[config.mk]
export PLATFORM = sky130hd
export DESIGN_NAME = rate_tick_controller
export DESIGN_NICKNAME = d
export VERILOG_FILES = /design/src/rtl/rate_tick_controller.sv
export SDC_FILE = /design/constraint.sdc
export NUM_CORES = 1
export LEC_CHECK = 0
export CAP_MARGIN = 10
export CORE_ASPECT_RATIO = 1.4
export CORE_MARGIN = 4
export CORE_UTILIZATION = 55
export CTS_CLUSTER_SIZE = 25
export DETAILED_ROUTE_END_ITERATION = 16
export GPL_TIMING_DRIVEN = 0
export PLACE_DENSITY = 0.73
export SYNTH_ARGS = -nofsm -noshare
export SYNTH_HDL_FRONTEND = slang
export SYNTH_SLANG_ARGS = --single-unit
export TNS_END_PERCENT = 10
[constraint.sdc]
create_clock -name Clk -period 3.2 [get_ports Clk]
set_input_delay 0.64 -clock Clk [delete_from_list [all_inputs] [get_ports Clk]]
set_output_delay 0.64 -clock Clk [all_outputs]
set_load 0.01 [all_outputs]
[src/rtl/rate_tick_controller.sv]
// rate_tick_controller
//   Run/stop/step sequencer and rate selector for the slow-clock divider path.
//   Commands arrive over a valid/ready handshake. The block produces a 50% duty
//   Slow_Clock at one of four fixed rates and a one-cycle Tick on every rising
//   edge of Slow_Clock. A rate change requested while running is held back until
//   the next half-period boundary, so Slow_Clock never produces a runt pulse.
//
// Ports
//   Clk         in   system clock, all logic on posedge
//   Reset       in   asynchronous, active-high reset
//   Cmd_Valid   in   command present
//   Cmd_Ready   out  command can be accepted (combinational from state)
//   Cmd_Op      in   0=SET_RATE 1=RUN 2=STOP 3=STEP
//   Cmd_Rate    in   rate index for SET_RATE: 0=1Hz 1=2Hz 2=10Hz 3=1kHz
//   Slow_Clock  out  divided clock, registered
//   Tick        out  one-cycle pulse in the cycle Slow_Clock first reads 1
//   Running     out  high whenever the half-period counter is enabled
//
// State      | meaning
// -----------+-----------------------------------------------------------
// STOPPED    | counter and Slow_Clock hold; SET_RATE applies immediately
// RUNNING    | counter enabled; SET_RATE is deferred into RATE_PEND
// RATE_PEND  | still at old rate; new rate loads at the next terminal count
// STEPPING   | run until the next rising edge of Slow_Clock, then stop

module rate_tick_controller #(
  parameter int CLK_HZ = 100000000,
  parameter int CNT_W  = 32
) (
  input  logic       Clk,
  input  logic       Reset,
  input  logic       Cmd_Valid,
  output logic       Cmd_Ready,
  input  logic [1:0] Cmd_Op,
  input  logic [1:0] Cmd_Rate,
  output logic       Slow_Clock,
  output logic       Tick,
  output logic       Running
);

  typedef enum logic [1:0] {
    ST_STOPPED   = 2'd0,
    ST_RUNNING   = 2'd1,
    ST_RATE_PEND = 2'd2,
    ST_STEPPING  = 2'd3
  } state_t;

  localparam logic [1:0] OP_SET_RATE = 2'd0;
  localparam logic [1:0] OP_RUN      = 2'd1;
  localparam logic [1:0] OP_STOP     = 2'd2;
  localparam logic [1:0] OP_STEP     = 2'd3;

  // Half-period terminal counts for 1 Hz, 2 Hz, 10 Hz and 1 kHz.
  localparam logic [CNT_W-1:0] TERM_0 = CNT_W'(CLK_HZ / 2 - 1);
  localparam logic [CNT_W-1:0] TERM_1 = CNT_W'(CLK_HZ / 4 - 1);
  localparam logic [CNT_W-1:0] TERM_2 = CNT_W'(CLK_HZ / 20 - 1);
  localparam logic [CNT_W-1:0] TERM_3 = CNT_W'(CLK_HZ / 2000 - 1);

  state_t           state, state_n;
  logic [1:0]       rate, rate_n;
  logic [1:0]       pend, pend_n;
  logic [CNT_W-1:0] count, count_n;
  logic             slow_n, tick_n;
  logic [CNT_W-1:0] term;
  logic             en, tc, accept;

  always_ff @(posedge Clk or posedge Reset) begin
    if (Reset) begin
      state      <= ST_STOPPED;
      rate       <= 2'd0;
      pend       <= 2'd0;
      count      <= '0;
      Slow_Clock <= 1'b0;
      Tick       <= 1'b0;
    end else begin
      state      <= state_n;
      rate       <= rate_n;
      pend       <= pend_n;
      count      <= count_n;
      Slow_Clock <= slow_n;
      Tick       <= tick_n;
    end
  end

  always_comb begin
    unique case (rate)
      2'd0:    term = TERM_0;
      2'd1:    term = TERM_1;
      2'd2:    term = TERM_2;
      default: term = TERM_3;
    endcase
  end

  assign Cmd_Ready = (state == ST_STOPPED) || (state == ST_RUNNING);
  assign Running   = (state != ST_STOPPED);
  assign en        = Running;
  assign tc        = en && (count == term);
  assign accept    = Cmd_Valid && Cmd_Ready;

  always_comb begin
    // The divider step is computed first; a coincident command then acts on
    // the post-toggle values (e.g. STOP on a terminal count leaves count at 0).
    state_n = state;
    rate_n  = rate;
    pend_n  = pend;
    count_n = en ? (tc ? '0 : count + CNT_W'(1)) : count;
    slow_n  = Slow_Clock ^ tc;
    tick_n  = tc && !Slow_Clock;

    unique case (state)
      ST_STOPPED: begin
        if (accept) begin
          unique case (Cmd_Op)
            OP_RUN:      state_n = ST_RUNNING;
            OP_STEP:     state_n = ST_STEPPING;
            OP_SET_RATE: begin
              rate_n  = Cmd_Rate;
              count_n = '0;
            end
            default:     ;
          endcase
        end
      end
      ST_RUNNING: begin
        if (accept) begin
          if (Cmd_Op == OP_STOP) begin
            state_n = ST_STOPPED;
          end else if (Cmd_Op == OP_SET_RATE) begin
            pend_n  = Cmd_Rate;
            state_n = ST_RATE_PEND;
          end
        end
      end
      ST_RATE_PEND: begin
        if (tc) begin
          rate_n  = pend;
          state_n = ST_RUNNING;
        end
      end
      default: begin
        if (tc && !Slow_Clock) state_n = ST_STOPPED;
      end
    endcase
  end

endmodule

==> flow_metrics.env <==
export IMPL_hold_path_class="register to register"
export IMPL_clk_pin_slew_ns=0.08
export IMPL_crit_slowest_cell="dfrtp_1"
export IMPL_fin_cells=356
export IMPL_die_h_um=88.3
export IMPL_synth_top_flop_cell="dfrtp_1"
export IMPL_vdd_ir_drop_max_mv=0.243
export IMPL_drtIter0Drc=113
export IMPL_start_util_pct=56.3
export IMPL_nNetsFinal=311
export IMPL_path_max_fanout=10
export IMPL_grt_pass1_wl_um=9720
export IMPL_setup_violations=0
export IMPL_required_ns=3.38
export IMPL_numCtsBuffers=5
export IMPL_post_dp_cell_area_sq_um=2710
export IMPL_cp_end_kind="register"
export IMPL_ys_seq_area_share_pct=39.5
export IMPL_h_tree_depth=2
export IMPL_grt_antenna_before_repair=0
export IMPL_start_kind="register"
export IMPL_syn_inst=273
export IMPL_postLayoutCellArea_sq_um=2850
export IMPL_drc_errors=0
export IMPL_root_buffer="clkbuf_8"
export IMPL_cts_buffer_depth=2
export IMPL_hold_violations=0
export IMPL_async_flop_share_pct=100
export IMPL_wire_per_inst_um=15.7
export IMPL_synth_edf_count=0
export IMPL_synth_cell_types=54
export IMPL_num_antenna_cells=0
export IMPL_core_region_area_sq_um=4500
export IMPL_hold_buffers=0
export IMPL_wl_um=5590
export IMPL_synth_seq_cells=40
export IMPL_layout_drive_gt1_share_pct=11.6
export IMPL_syn_avg_cell_area_sq_um=9.29
export IMPL_path_cells="inv_1, ha_2, and4b_1, buf_4, o2111ai_1, nand4b_1, nor2_2, ha_1, nor2_1, a211o_1, nand3_1, o211ai_1, or3_1"
export IMPL_seq_area_sq_um=1000
export IMPL_dieArea_sq_um=5770
export IMPL_fmax_mhz=333
export IMPL_synth_largest_area_cell="dfrtp_1"
export IMPL_crit_family="simple AND/OR/NAND/NOR gates"
export IMPL_maxSlewViolCount=0
export IMPL_grt_overflow_total=0
export IMPL_power_mw=0.941
export IMPL_die_w_um=65.4
export IMPL_area_growth_pct=12.4
export IMPL_clkLatencyLatePin_ns=0.30
export IMPL_yosys_warnings=0
export IMPL_synthTopCellsByArea="dfrtp_1 39%, xor2_1 6.6%, ha_1 5.4%"
export IMPL_num_rows=29
export IMPL_grt_max_degree=41
export IMPL_drt_pass1_iter_count=4
export IMPL_p_leak_nw=1.29
export IMPL_cts_sinks=40
export IMPL_fill_cells=439
export IMPL_path_class="register to register"
export IMPL_synth_area_sq_um=2530
export IMPL_fin_crit_sh_pct=93.9
export IMPL_ant_nets=0
export IMPL_worstMarginPinSlew_ns=0.832
export IMPL_netlist_area_leader_share_pct=39.5
export IMPL_grt_usage_pct=21.8
export IMPL_slowest_delay_ns=0.42
export IMPL_p_per_area_nw_per_um2=330
export IMPL_synth_most_common_cell="dfrtp_1"
export IMPL_viasPerCell=5.84
export IMPL_synthTopCellsByCount="40 x dfrtp_1, 34 x nor2_1, 19 x nand2_1, 19 x xor2_1, 14 x nand3_1"
export IMPL_max_slew_margin_pct=44.5
export IMPL_dp_final_hpwl_um=4180
export IMPL_tns_ns=0
export IMPL_worst_ep_arrival_time_ns=3.19
export IMPL_tritoncts="built"
export IMPL_finalClockSkew_ns=0.00694
export IMPL_portBuffers=10
export IMPL_vias=2079
export IMPL_max_cap_violations=0
export IMPL_run_status="finished, final reports clean"
export IMPL_multiInputGateArea_sq_um=1430
export IMPL_timing_final_crit_period_ns=3.00
export IMPL_cp_buffers_inverters=2
export IMPL_gp_congestion=0.876
export IMPL_grt_pass1_vias=2155
export IMPL_dpl_cell_count=345
export IMPL_ios=11
export IMPL_syn_num_nets=291
## stage by stage
step / setup WS (ns) / utilization, % / hold slack [ns]
2_1_floorplan: 0.485 / - / 0.475
3_3_place_gp: 0.0390 / 60.3 / 0.490
3_5_place_dp: -0.00681 / 60.3 / 0.500
4_1_cts: 0.0491 / 62.7 / 0.517
5_1_grt: -0.00910 / 63.3 / 0.527
6_report: 0.197 / 63.3 / 0.513
## worst paths after layout
path	end	slack [ns]	cells past startpoint	from
max reg2reg	state[1]	0.20	13	state[1]
max	state[1]	0.20	13	state[1]
min	count[0]	0.51	1	count[0]
max in group asynchronous	count[15]	1.84	2	Reset
min in group asynchronous	state[0]	0.82	2	Reset
min reg2reg	count[0]	0.51	1	count[0]
## logic make-up after synthesis
group / after synthesis / synth area share [%]
adder cells (fa/ha/maj): 11 / 5.43
flip-flops: 40 / 39.5
XOR/XNOR: 26 / 8.98
multiplexers: 3 / 1.28
AO/OA/AOI/OAI: 39 / 10.9
AND/OR/NAND/NOR: 131 / 29.5
buffers and inverters: 23 / 4.44
## placed cells by master (no fill, tap or decap), drive strengths merged, types with 2 or more instances in the layout
| master | instances |
|---|---|
| o211ai | 3 |
| a211o | 3 |
| or4 | 2 |
| inv | 12 |
| dfrtp | 40 |
| or2 | 4 |
| and4b | 2 |
| xnor2 | 7 |
| xor2 | 19 |
| o211a | 2 |
| clkbuf | 9 |
| nand4 | 14 |
| nor2b | 2 |
| or3 | 5 |
| nand3 | 15 |
| clkdlybuf4s50 | 10 |
| o21ai | 10 |
| and4 | 3 |
| mux2 | 2 |
| and2 | 2 |
| nor2 | 34 |
| ha | 11 |
| nor3 | 8 |
| and3 | 7 |
| o31ai | 2 |
| nor4 | 3 |
| a21oi | 8 |
| nand2 | 19 |
| nor3b | 2 |
| buf | 11 |
| nand4b | 4 |
## worst reg2reg max path: stages (launching register included)
cell       delay [ns]
dfrtp_1          0.42
inv_1            0.09
ha_2             0.22
and4b_1          0.30
buf_4            0.20
o2111ai_1        0.15
nand4b_1         0.25
nor2_2           0.20
ha_1             0.20
nor2_1           0.05
a211o_1          0.32
nand3_1          0.10
o211ai_1         0.09
or3_1            0.30
## final cells by class
class	instances	area share [%]
buffer	11	2.46
clock buffer	6	2.55
clock inverter	2	1.23
inverter	12	1.58
multi-input combinational	210	50.0
sequential	40	35.1
tap	62	2.72
timing repair buffer	13	4.30
## power breakdown
group / total, mW / switching, mW / leakage [nW] / internal (mW)
Sequential: 0.505 / 0 / 0.534 / 0.505
Combinational: 0.0207 / 0.0130 / 0.703 / 0.00764
Clock: 0.416 / 0.184 / 0.0552 / 0.232
## timing repair
action                                  CTS  global route
setup buffers                             0             3
resized for setup                         1             3
endpoints found under the setup margin    1             2
pin swaps                                 0             1
## per-layer routing
metal / wire length [um] / part of all wire (%) / vias to the layer above / track usage (%)
li1: - / - / 1019 / -
met1: 2400 / 43 / 1015 / 23.9
met2: 2870 / 51 / 31 / 40.6
met3: 127 / 2.3 / 14 / 3.56
met4: 191 / 3.4 / 0 / 10.2
met5: 0 / 0 / - / 0
## sequential cells by signal, indices dropped and copies added (netlist names)
register    flops
count          32
Tick            1
state           2
Slow_Clock      1
pend            2
rate            2
(Power assumes the default switching activity.)
